**src/rtl/dsp_mem_stage.sv**
```systemverilog
// Memory-access stage: issues LD/ST to banked SRAM, returns in-order
// write-back results through a credit-controlled output FIFO.
module dsp_mem_stage #(
    parameter int unsigned DATA_W    = 16,
    parameter int unsigned ADDR_W    = 15,
    parameter int unsigned NUM_BANKS = 2,
    parameter int unsigned RD_LAT    = 1,
    parameter int unsigned REG_AW    = 4,
    parameter int unsigned OUT_DEPTH = 4
) (
    input  logic                        clk,
    input  logic                        rst,
    input  logic                        in_valid,
    output logic                        in_ready,
    input  logic [2:0]                  mem_mode,
    input  logic [DATA_W-1:0]           data_s1,
    input  logic [DATA_W-1:0]           data_s2,
    input  logic [DATA_W-1:0]           alu_result,
    input  logic                        wb_en,
    input  logic [REG_AW-1:0]           wb_rd_in,
    output logic [ADDR_W-1:0]           mem_addr,
    output logic [NUM_BANKS-1:0]        mem_re,
    output logic [NUM_BANKS-1:0]        mem_we,
    output logic [DATA_W-1:0]           mem_wdata,
    input  logic [NUM_BANKS*DATA_W-1:0] mem_rdata,
    output logic                        wb_valid,
    input  logic                        wb_ready,
    output logic [REG_AW-1:0]           wb_rd,
    output logic [DATA_W-1:0]           wb_data,
    output logic                        err
);

    localparam int unsigned BSEL_W = (NUM_BANKS > 1) ? $clog2(NUM_BANKS) : 1;
    localparam int unsigned BW1    = BSEL_W + 1;
    localparam int unsigned PTR_W  = (OUT_DEPTH > 1) ? $clog2(OUT_DEPTH) : 1;
    localparam int unsigned CNT_W  = $clog2(OUT_DEPTH + RD_LAT + 2);
    localparam int unsigned LAST   = RD_LAT - 1;

    typedef enum logic [2:0] {
        MODE_NONE   = 3'd0,
        MODE_LD     = 3'd1,
        MODE_ST     = 3'd2,
        MODE_LD_IMM = 3'd3
    } mode_e;

    logic              accept_c, bank_ok_c, is_ld_c, is_st_c, needs_wb_c, err_set_c;
    logic [BSEL_W-1:0] bank_field_c, bank_idx_c;
    logic [DATA_W-1:0] imm_c, rdata_sel_c;
    logic              push, pop;
    logic              unused_c;

    logic              pipe_v    [RD_LAT];
    logic              pipe_ld   [RD_LAT];
    logic              pipe_ok   [RD_LAT];
    logic [BSEL_W-1:0] pipe_bank [RD_LAT];
    logic [REG_AW-1:0] pipe_rd   [RD_LAT];
    logic [DATA_W-1:0] pipe_val  [RD_LAT];

    logic              res_v_q;
    logic [REG_AW-1:0] res_rd_q;
    logic [DATA_W-1:0] res_data_q;

    logic [DATA_W-1:0] fifo_data_q [OUT_DEPTH];
    logic [REG_AW-1:0] fifo_rd_q   [OUT_DEPTH];
    logic [PTR_W-1:0]  wr_ptr_q, rd_ptr_q;
    logic [CNT_W-1:0]  fifo_count_q, inflight_q;
    logic              err_q;

    function automatic logic [PTR_W-1:0] ptr_inc(input logic [PTR_W-1:0] p);
        return (p == PTR_W'(OUT_DEPTH - 1)) ? '0 : p + PTR_W'(1);
    endfunction

    // Operation decode, credit check and SRAM strobes for the accepted op
    always_comb begin
        bank_field_c = data_s1[ADDR_W +: BSEL_W];
        bank_idx_c   = (NUM_BANKS == 1) ? '0 : bank_field_c;
        bank_ok_c    = (NUM_BANKS == 1) || ({1'b0, bank_field_c} < BW1'(NUM_BANKS));
        in_ready     = !rst && ((fifo_count_q + inflight_q) < CNT_W'(OUT_DEPTH));
        accept_c     = in_valid && in_ready;
        is_ld_c      = accept_c && (mem_mode == MODE_LD);
        is_st_c      = accept_c && (mem_mode == MODE_ST);
        needs_wb_c   = is_ld_c || (accept_c && ((mem_mode == MODE_LD_IMM) ||
                                                 ((mem_mode == MODE_NONE) && wb_en)));
        imm_c        = (mem_mode == MODE_LD_IMM) ? data_s2 : alu_result;
        err_set_c    = accept_c && ((mem_mode > MODE_LD_IMM) ||
                                    ((is_ld_c || is_st_c) && !bank_ok_c));
        mem_addr     = data_s1[ADDR_W-1:0];
        mem_wdata    = data_s2;
        mem_re       = (is_ld_c && bank_ok_c) ? (NUM_BANKS'(1) << bank_idx_c) : '0;
        mem_we       = (is_st_c && bank_ok_c) ? (NUM_BANKS'(1) << bank_idx_c) : '0;
        unused_c     = ^data_s1;
    end

    // Select the returning bank's read data for the oldest pipe entry
    always_comb begin
        rdata_sel_c = '0;
        for (int b = 0; b < NUM_BANKS; b++) begin
            if (pipe_bank[LAST] == BSEL_W'(b)) rdata_sel_c = mem_rdata[b*DATA_W +: DATA_W];
        end
    end

    // RD_LAT-deep shift pipe carrying every write-back op so order is kept
    always_ff @(posedge clk or posedge rst) begin
        if (rst) begin
            for (int i = 0; i < RD_LAT; i++) begin
                pipe_v[i]    <= 1'b0;
                pipe_ld[i]   <= 1'b0;
                pipe_ok[i]   <= 1'b0;
                pipe_bank[i] <= '0;
                pipe_rd[i]   <= '0;
                pipe_val[i]  <= '0;
            end
        end else begin
            pipe_v[0]    <= needs_wb_c;
            pipe_ld[0]   <= is_ld_c;
            pipe_ok[0]   <= bank_ok_c;
            pipe_bank[0] <= bank_idx_c;
            pipe_rd[0]   <= wb_rd_in;
            pipe_val[0]  <= imm_c;
            for (int i = 1; i < RD_LAT; i++) begin
                pipe_v[i]    <= pipe_v[i-1];
                pipe_ld[i]   <= pipe_ld[i-1];
                pipe_ok[i]   <= pipe_ok[i-1];
                pipe_bank[i] <= pipe_bank[i-1];
                pipe_rd[i]   <= pipe_rd[i-1];
                pipe_val[i]  <= pipe_val[i-1];
            end
        end
    end

    // Capture stage: resolves load data (0 for an illegal bank) or the literal
    always_ff @(posedge clk or posedge rst) begin
        if (rst) begin
            res_v_q    <= 1'b0;
            res_rd_q   <= '0;
            res_data_q <= '0;
        end else begin
            res_v_q    <= pipe_v[LAST];
            res_rd_q   <= pipe_rd[LAST];
            res_data_q <= !pipe_ld[LAST] ? pipe_val[LAST] :
                          (pipe_ok[LAST] ? rdata_sel_c : '0);
        end
    end

    assign push     = res_v_q;
    assign pop      = wb_valid && wb_ready;
    assign wb_valid = (fifo_count_q != '0);
    assign wb_data  = fifo_data_q[rd_ptr_q];
    assign wb_rd    = fifo_rd_q[rd_ptr_q];
    assign err      = err_q;

    // Output FIFO, credit counter and sticky error flag
    always_ff @(posedge clk or posedge rst) begin
        if (rst) begin
            for (int i = 0; i < OUT_DEPTH; i++) begin
                fifo_data_q[i] <= '0;
                fifo_rd_q[i]   <= '0;
            end
            wr_ptr_q     <= '0;
            rd_ptr_q     <= '0;
            fifo_count_q <= '0;
            inflight_q   <= '0;
            err_q        <= 1'b0;
        end else begin
            if (push) begin
                fifo_data_q[wr_ptr_q] <= res_data_q;
                fifo_rd_q[wr_ptr_q]   <= res_rd_q;
                wr_ptr_q              <= ptr_inc(wr_ptr_q);
            end
            if (pop) rd_ptr_q <= ptr_inc(rd_ptr_q);
            case ({push, pop})
                2'b10:   fifo_count_q <= fifo_count_q + CNT_W'(1);
                2'b01:   fifo_count_q <= fifo_count_q - CNT_W'(1);
                default: fifo_count_q <= fifo_count_q;
            endcase
            inflight_q <= inflight_q + CNT_W'(needs_wb_c) - CNT_W'(push);
            if (err_set_c) err_q <= 1'b1;
        end
    end

endmodule
```
**config.mk**
```make
export PLATFORM = sky130hd
export DESIGN_NAME = dsp_mem_stage
export DESIGN_NICKNAME = d
export VERILOG_FILES = /design/src/rtl/dsp_mem_stage.sv
export SDC_FILE = /design/constraint.sdc
export NUM_CORES = 1
export LEC_CHECK = 0
export CELL_PAD_IN_SITES_DETAIL_PLACEMENT = 1
export CELL_PAD_IN_SITES_GLOBAL_PLACEMENT = 1
export CORE_ASPECT_RATIO = 2
export CORE_UTILIZATION = 40
export DETAILED_ROUTE_END_ITERATION = 8
export GPL_ROUTABILITY_DRIVEN = 0
export GPL_TIMING_DRIVEN = 0
export PLACE_DENSITY_LB_ADDON = 0.25
export SLEW_MARGIN = 10
export SYNTH_ARGS = -nofsm -noshare
export SYNTH_HDL_FRONTEND = slang
export SYNTH_SLANG_ARGS = --single-unit
```
**constraint.sdc**
```tcl
create_clock -name clk -period 6.7 [get_ports clk]
set_clock_uncertainty 0.2 [all_clocks]
set_input_delay 0.67 -clock clk [delete_from_list [all_inputs] [get_ports clk]]
set_output_delay 0.67 -clock clk [all_outputs]
set_load 0.02 [all_outputs]
```
==> results.yml, run 1 <==
route:
  drc: 0
  wl_um: 14500
  drt_first_pass_iters: 4
  ant_nets: 0
  vias_per_cell: 4.94
  post_drt_wl_per_cell_um: 18.6
  vias: 3834
  first_iter_violations: 143
floorplan:
  core_um2: 14700
  floorplan.initialDensity_pct: 40.9
  ios: 150
  fp.dieH_um: 176
  num_rows: 63
  die_area_um2: 15600
  die_w_um: 88.8
sta:
  rsz0062_at_grt: "false"
  period_share_pct: 61.9
  worst_slack_ns: 2.55
  max_freq_ghz: 0.241
  hold_viol_final: 0
  relSlewSlack_pct: 54.8
  period_minus_slack_ns: 4.15
  tightest_slew_ns: 0.673
  drv_slew: 0
  finalSetupViolCount: 0
worst_setup_path:
  setup.worst_path.class: "primary input to primary output"
  cp_cell_sequence: "clkdlybuf4s50_1, inv_6, buf_16, nand3_1, nor4_1, clkdlybuf4s50_1"
  cpMostUsedCell: "clkdlybuf4s50_1"
  startpoint_type: "primary input"
  critPathBufInv: 4
  crit_arrival_ns: 3.28
  critPathSlowestCell: "clkdlybuf4s50_1"
  critPathMaxFanout: 94
  crit_path_end_kind: "primary output"
  critical_path_required_ns: 5.83
  max_stage_delay_ns: 0.68
  path_delay_family: "buffers and inverters"
yosys:
  mappedNetlistNets: 517
  synth_common_cells: "dfrtp_1, mux2_2, buf_4"
  netlist_area_um2: 6030
  ys_seq_area_share_pct: 56.4
  yosysWarnings: 0
  async_flop_share_pct: 100
  synthTopCellsByArea: "dfrtp_1, mux2_2, mux4_2, buf_4, mux2i_1"
  synth_top_area_share_pct: 56.4
  ys_ff_latch: 136
  synth.avg_cell_area_um2: 14.6
  synth-edff-count: 0
  synth_most_common_cell: "dfrtp_1"
  synthCells: 414
  yosysTopAreaCell: "dfrtp_1"
  yosys_most_used_dff: "dfrtp_1"
  synth.distinct_cells: 26
clock_network:
  clockRootBuffer: "clkbuf_16"
  cts_setup_buffers: 0
  numClockSinks: 136
  cts_tree: "done"
  cts_buffer_depth: 2
  cts_buffers: 17
  clk_pin_slew_ns: 0.06
  clk_latency_ns: 0.42
  hold_buffers: 0
  ctsResizeCount: 0
  h-tree-depth: 4
global_route:
  met2_usage_pct: 39.4
  globalRouteOverflowTotal: 0
  use_met3_pct: 4.84
  grtUsageMet1_pct: 20.8
  grt_pass1_wl_um: 23300
  grt_pass1_vias: 4473
  grt_max_degree: 95
  antenna_found_initial: 0
  grtUsageTotal_pct: 20.5
  grt-busiest-layer: "met2"
placed_design:
  place_ws_ns: 2.44
  dp_hpwl_um: 10300
  dp.cells: 744
  port-buffer-count: 134
min_path:
  hp-class: "flop to flop"
layout:
  area_growth_pct: 37.0
  drive_gt1_share_pct: 34.3
  diodes: 0
  nets: 671
  fillCellCount: 1473
  final_cells: 776
power:
  power_density_nw_per_um2: 387
  finalPower_w: 0.00320
  peakVddDrop_mv: 0.156
  p_leak_nw: 3.80
job:
  drv_cap: 0
run_status:
  status: "completed"
-- layout by cell type (no fill, tap or decap), drive strengths merged, types with 2 or more instances in the layout --
master | netlist | layout
nand3 | 3 | 3
fa | 2 | 2
mux2 | 98 | 98
nor3 | 2 | 2
dfrtp | 136 | 136
nand2 | 8 | 8
inv | 31 | 34
clkinvlp | 0 | 3
bufinv | 0 | 3
o21ai | 2 | 2
clkdlybuf4s50 | 0 | 134
nor4 | 4 | 4
mux2i | 17 | 17
clkbuf | 2 | 21
or3 | 2 | 2
ha | 9 | 9
o22ai | 16 | 16
xor2 | 4 | 4
mux4 | 20 | 20
buf | 47 | 48
clkinv | 0 | 4
nor2 | 3 | 3
xnor2 | 3 | 3
-- path summary, 6_finish.rpt --
path	cells after the start	to	start	slack, ns
min in group asynchronous	2	pipe_bank	rst	0.47
worst min-delay path	0	push	pipe_v	0.15
worst max register to register	8	inflight_q[2]	inflight_q[1]	3.85
worst max-delay path	6	mem_we[0]	rst	2.55
max in group asynchronous	3	fifo_data_q[13]	rst	5.02
worst min register to register	0	push	pipe_v	0.15
-- registers in the layout (all words and copies together), names as in the netlist --
signal	cells
pipe_val	16
pipe_v	1
wr_ptr_q	2
push	1
err	1
pipe_ok	1
rd_ptr_q	2
pipe_bank	1
res_rd_q	4
fifo_data_q	64
fifo_count_q	3
inflight_q	3
pipe_ld	1
pipe_rd	4
res_data_q	16
fifo_rd_q	16
-- per-stage QoR --
step	util, %	hold slack (ns)	area, um2	setup TNS (ns)
4_1_cts	56.1	0.150	8260	0
6_report	56.1	0.148	8260	0
2_1_floorplan	-	0.131	6030	0
3_5_place_dp	51.9	0.136	7650	0
3_3_place_gp	51.7	0.134	7620	-6.40
5_1_grt	56.1	0.153	8260	0
-- routing by layer --
layer	part of all wire (%)	wire, um	vias to the layer above
met1	34	4950	1964
li1	-	-	1732
met2	60	8720	121
met5	0	0	-
met3	3.7	541	17
met4	1.7	243	0
-- cell type report --
type,count,area (um2),area share (%)
inverter,31,121,1.47
multi-input combinational,198,2190,26.4
timing repair buffer,135,1370,16.6
clock inverter,13,170,2.06
tap,195,244,2.95
sequential,136,3400,41.2
clock buffer,19,443,5.36
buffer,49,328,3.97
-- report_power, final --
| part | internal, W | total (W) | switching [W] | leakage (nW) |
|---|---|---|---|---|
| registers | 0.00104 | 0.00118 | 0.000143 | 1.72 |
| clock network | 0.000599 | 0.000970 | 0.000370 | 0.291 |
| logic | 0.000577 | 0.00104 | 0.000465 | 1.79 |
-- cell families (layout without fill, tap and decap cells) --
| family | after synthesis | after routing | synth area share, % |
|---|---|---|---|
| flip-flops | 136 | 136 | 56.4 |
| multiplexers | 135 | 135 | 28.6 |
| buffers and inverters | 80 | 247 | 7.36 |
| AND/OR/NAND/NOR | 23 | 23 | 1.91 |
| AO/OA/AOI/OAI | 21 | 21 | 2.14 |
| adder cells (fa/ha/maj) | 11 | 11 | 2.53 |
| XOR/XNOR | 7 | 7 | 1.02 |
| other | 1 | 1 | 0.0622 |
(Power assumes the default switching activity.)
==> run 2, diff against run 1 <==
clock period = 4.3 ns   (was 6.7 ns; I/O delays follow)
==> run 2 against run 1 <==
Compared with the run above: count of clock-buffer cells in the layout down 2; largest cell class unchanged; cell area grew 0.73%; global-route usage increased by 0.84 points; wire length grew 3.4%; highest routed layer unchanged; worst hold slack improved by 0.0075 ns; non-clock buffer count grew 3; power increased by 57%.
==> results.yml, run 2 (synthesis results as in run 1) <==
run_status:
  status: "completed"
floorplan:
  floorplan.initialDensity_pct: 40.9
  ios: 150
  die_area_um2: 15600
  num_rows: 63
  die_w_um: 88.8
  core_um2: 14700
  fp.dieH_um: 176
worst_setup_path:
  critPathBufInv: 4
  startpoint_type: "primary input"
  r2r_cells: 8
  crit_arrival_ns: 2.83
  r2r_start: "fifo_count_q[1]"
  critPathMaxFanout: 32
  critPathSlowestCell: "clkdlybuf4s50_1"
  r2r_end: "inflight_q[2]"
  path_delay_family: "buffers and inverters"
  cp_cell_sequence: "clkdlybuf4s50_1, clkinvlp_4, buf_12, nand3_1, nor4_1, clkdlybuf4s50_1"
  r2r_slack_ns: 1.50
  max_stage_delay_ns: 0.66
  crit_cells: 6
  crit_path_end_kind: "primary output"
  cpMostUsedCell: "clkdlybuf4s50_1"
  setup.worst_path.class: "primary input to primary output"
  critical_path_required_ns: 3.67
clock_network:
  cts_setup_buffers: 0
  cts_buffer_depth: 2
  clk_latency_ns: 0.42
  hold_buffers: 0
  cts_tree: "done"
  numClockSinks: 136
  ctsResizeCount: 0
  cts_buffers: 17
  clockRootBuffer: "clkbuf_16"
  clk_pin_slew_ns: 0.06
  h-tree-depth: 4
route:
  ant_nets: 0
  vias: 3863
  first_iter_violations: 139
  vias_per_cell: 4.96
  drt_first_pass_iters: 4
  drc: 0
  post_drt_wl_per_cell_um: 19.2
  wl_um: 14900
sta:
  relSlewSlack_pct: 55.0
  period_share_pct: 80.4
  hold_viol_final: 0
  period_minus_slack_ns: 3.46
  rsz0062_at_grt: "false"
  setup_tns_ns: 0
  tightest_slew_ns: 0.670
  finalSetupViolCount: 0
  worst_slack_ns: 0.841
  max_freq_ghz: 0.289
  drv_slew: 0
  holdWs_ns: 0.155
min_path:
  hold_path_startpoint: "pipe_rd[3]"
  holdPathStages: 0
  min_to: "res_rd_q[3]"
  hp-class: "flop to flop"
layout:
  top_register: "fifo_data_q"
  final_cell_mix: "dfrtp_1, clkdlybuf4s50_1, mux2_2, buf_4, inv_1"
  area_growth_pct: 38.0
  nets: 674
  largest_reg_flops: 64
  diodes: 0
  fillCellCount: 1468
  drive_gt1_share_pct: 34.8
  final_common_cell: "dfrtp_1"
  fin_util_pct: 56.5
placed_design:
  dp_hpwl_um: 11000
  place_ws_ns: 0.797
  port-buffer-count: 134
global_route:
  grt_max_degree: 34
  grtUsageTotal_pct: 21.3
  globalRouteOverflowTotal: 0
  grt_pass1_wl_um: 24200
  antenna_found_initial: 0
  grt_pass1_vias: 4547
power:
  p_leak_nw: 3.83
  power_density_nw_per_um2: 601
  peakVddDrop_mv: 0.258
job:
  drv_cap: 0
-- run 2: layout make-up --
type / instances / area [um2] / share of cell area (%)
tap: 195 / 244 / 2.93
multi-input combinational: 198 / 2190 / 26.3
clock buffer: 17 / 425 / 5.11
clock inverter: 15 / 189 / 2.27
buffer: 49 / 328 / 3.94
inverter: 31 / 120 / 1.44
sequential: 136 / 3400 / 40.9
timing repair buffer: 138 / 1430 / 17.2
-- run 2: metrics by stage --
stage | cells | cell area, um2 | total power [W]
finish | 779 | 8320 | 0.00501
floorplan | 414 | 6040 | 0.00284
CTS | 779 | 8320 | 0.00507
detailed placement | 747 | 7710 | 0.00351
global placement | 743 | 7620 | 0.00339
global route | 779 | 8320 | 0.00527
-- run 2: how the worst max path moves through the flow --
stage,from,end
finish,rst,mem_re[0]
global route,rst,mem_re[0]
CTS,rst,mem_re[0]
detailed placement,rst,mem_re[0]
global placement,rst,inflight_q[2]
floorplan,rst,inflight_q[2]
-- run 2: layer usage --
metal | vias to the layer above | track usage (%) | part of all wire, %
met5 | - | 0 | 0
met4 | 0 | 6.85 | 2.1
met3 | 20 | 5.12 | 4.0
met2 | 124 | 40.4 | 59
met1 | 1983 | 22.2 | 35
li1 | 1736 | - | -
-- run 2: worst reg2reg max path, cell delays in order, from the launching register on --
cell and delay (ns):
dfrtp_1 0.42, ha_1 0.32, a31oi_1 0.10, xnor2_1 0.57, nor3_1 0.16, ha_1 0.23, fa_1 0.38, xor2_1 0.17
xnor2_1 0.13
-- run 2: power by group --
group	internal (W)	leakage, nW	switching [W]	total, W
registers	0.00162	1.72	0.000228	0.00185
clock network	0.000925	0.296	0.000595	0.00152
logic	0.000903	1.82	0.000730	0.00163
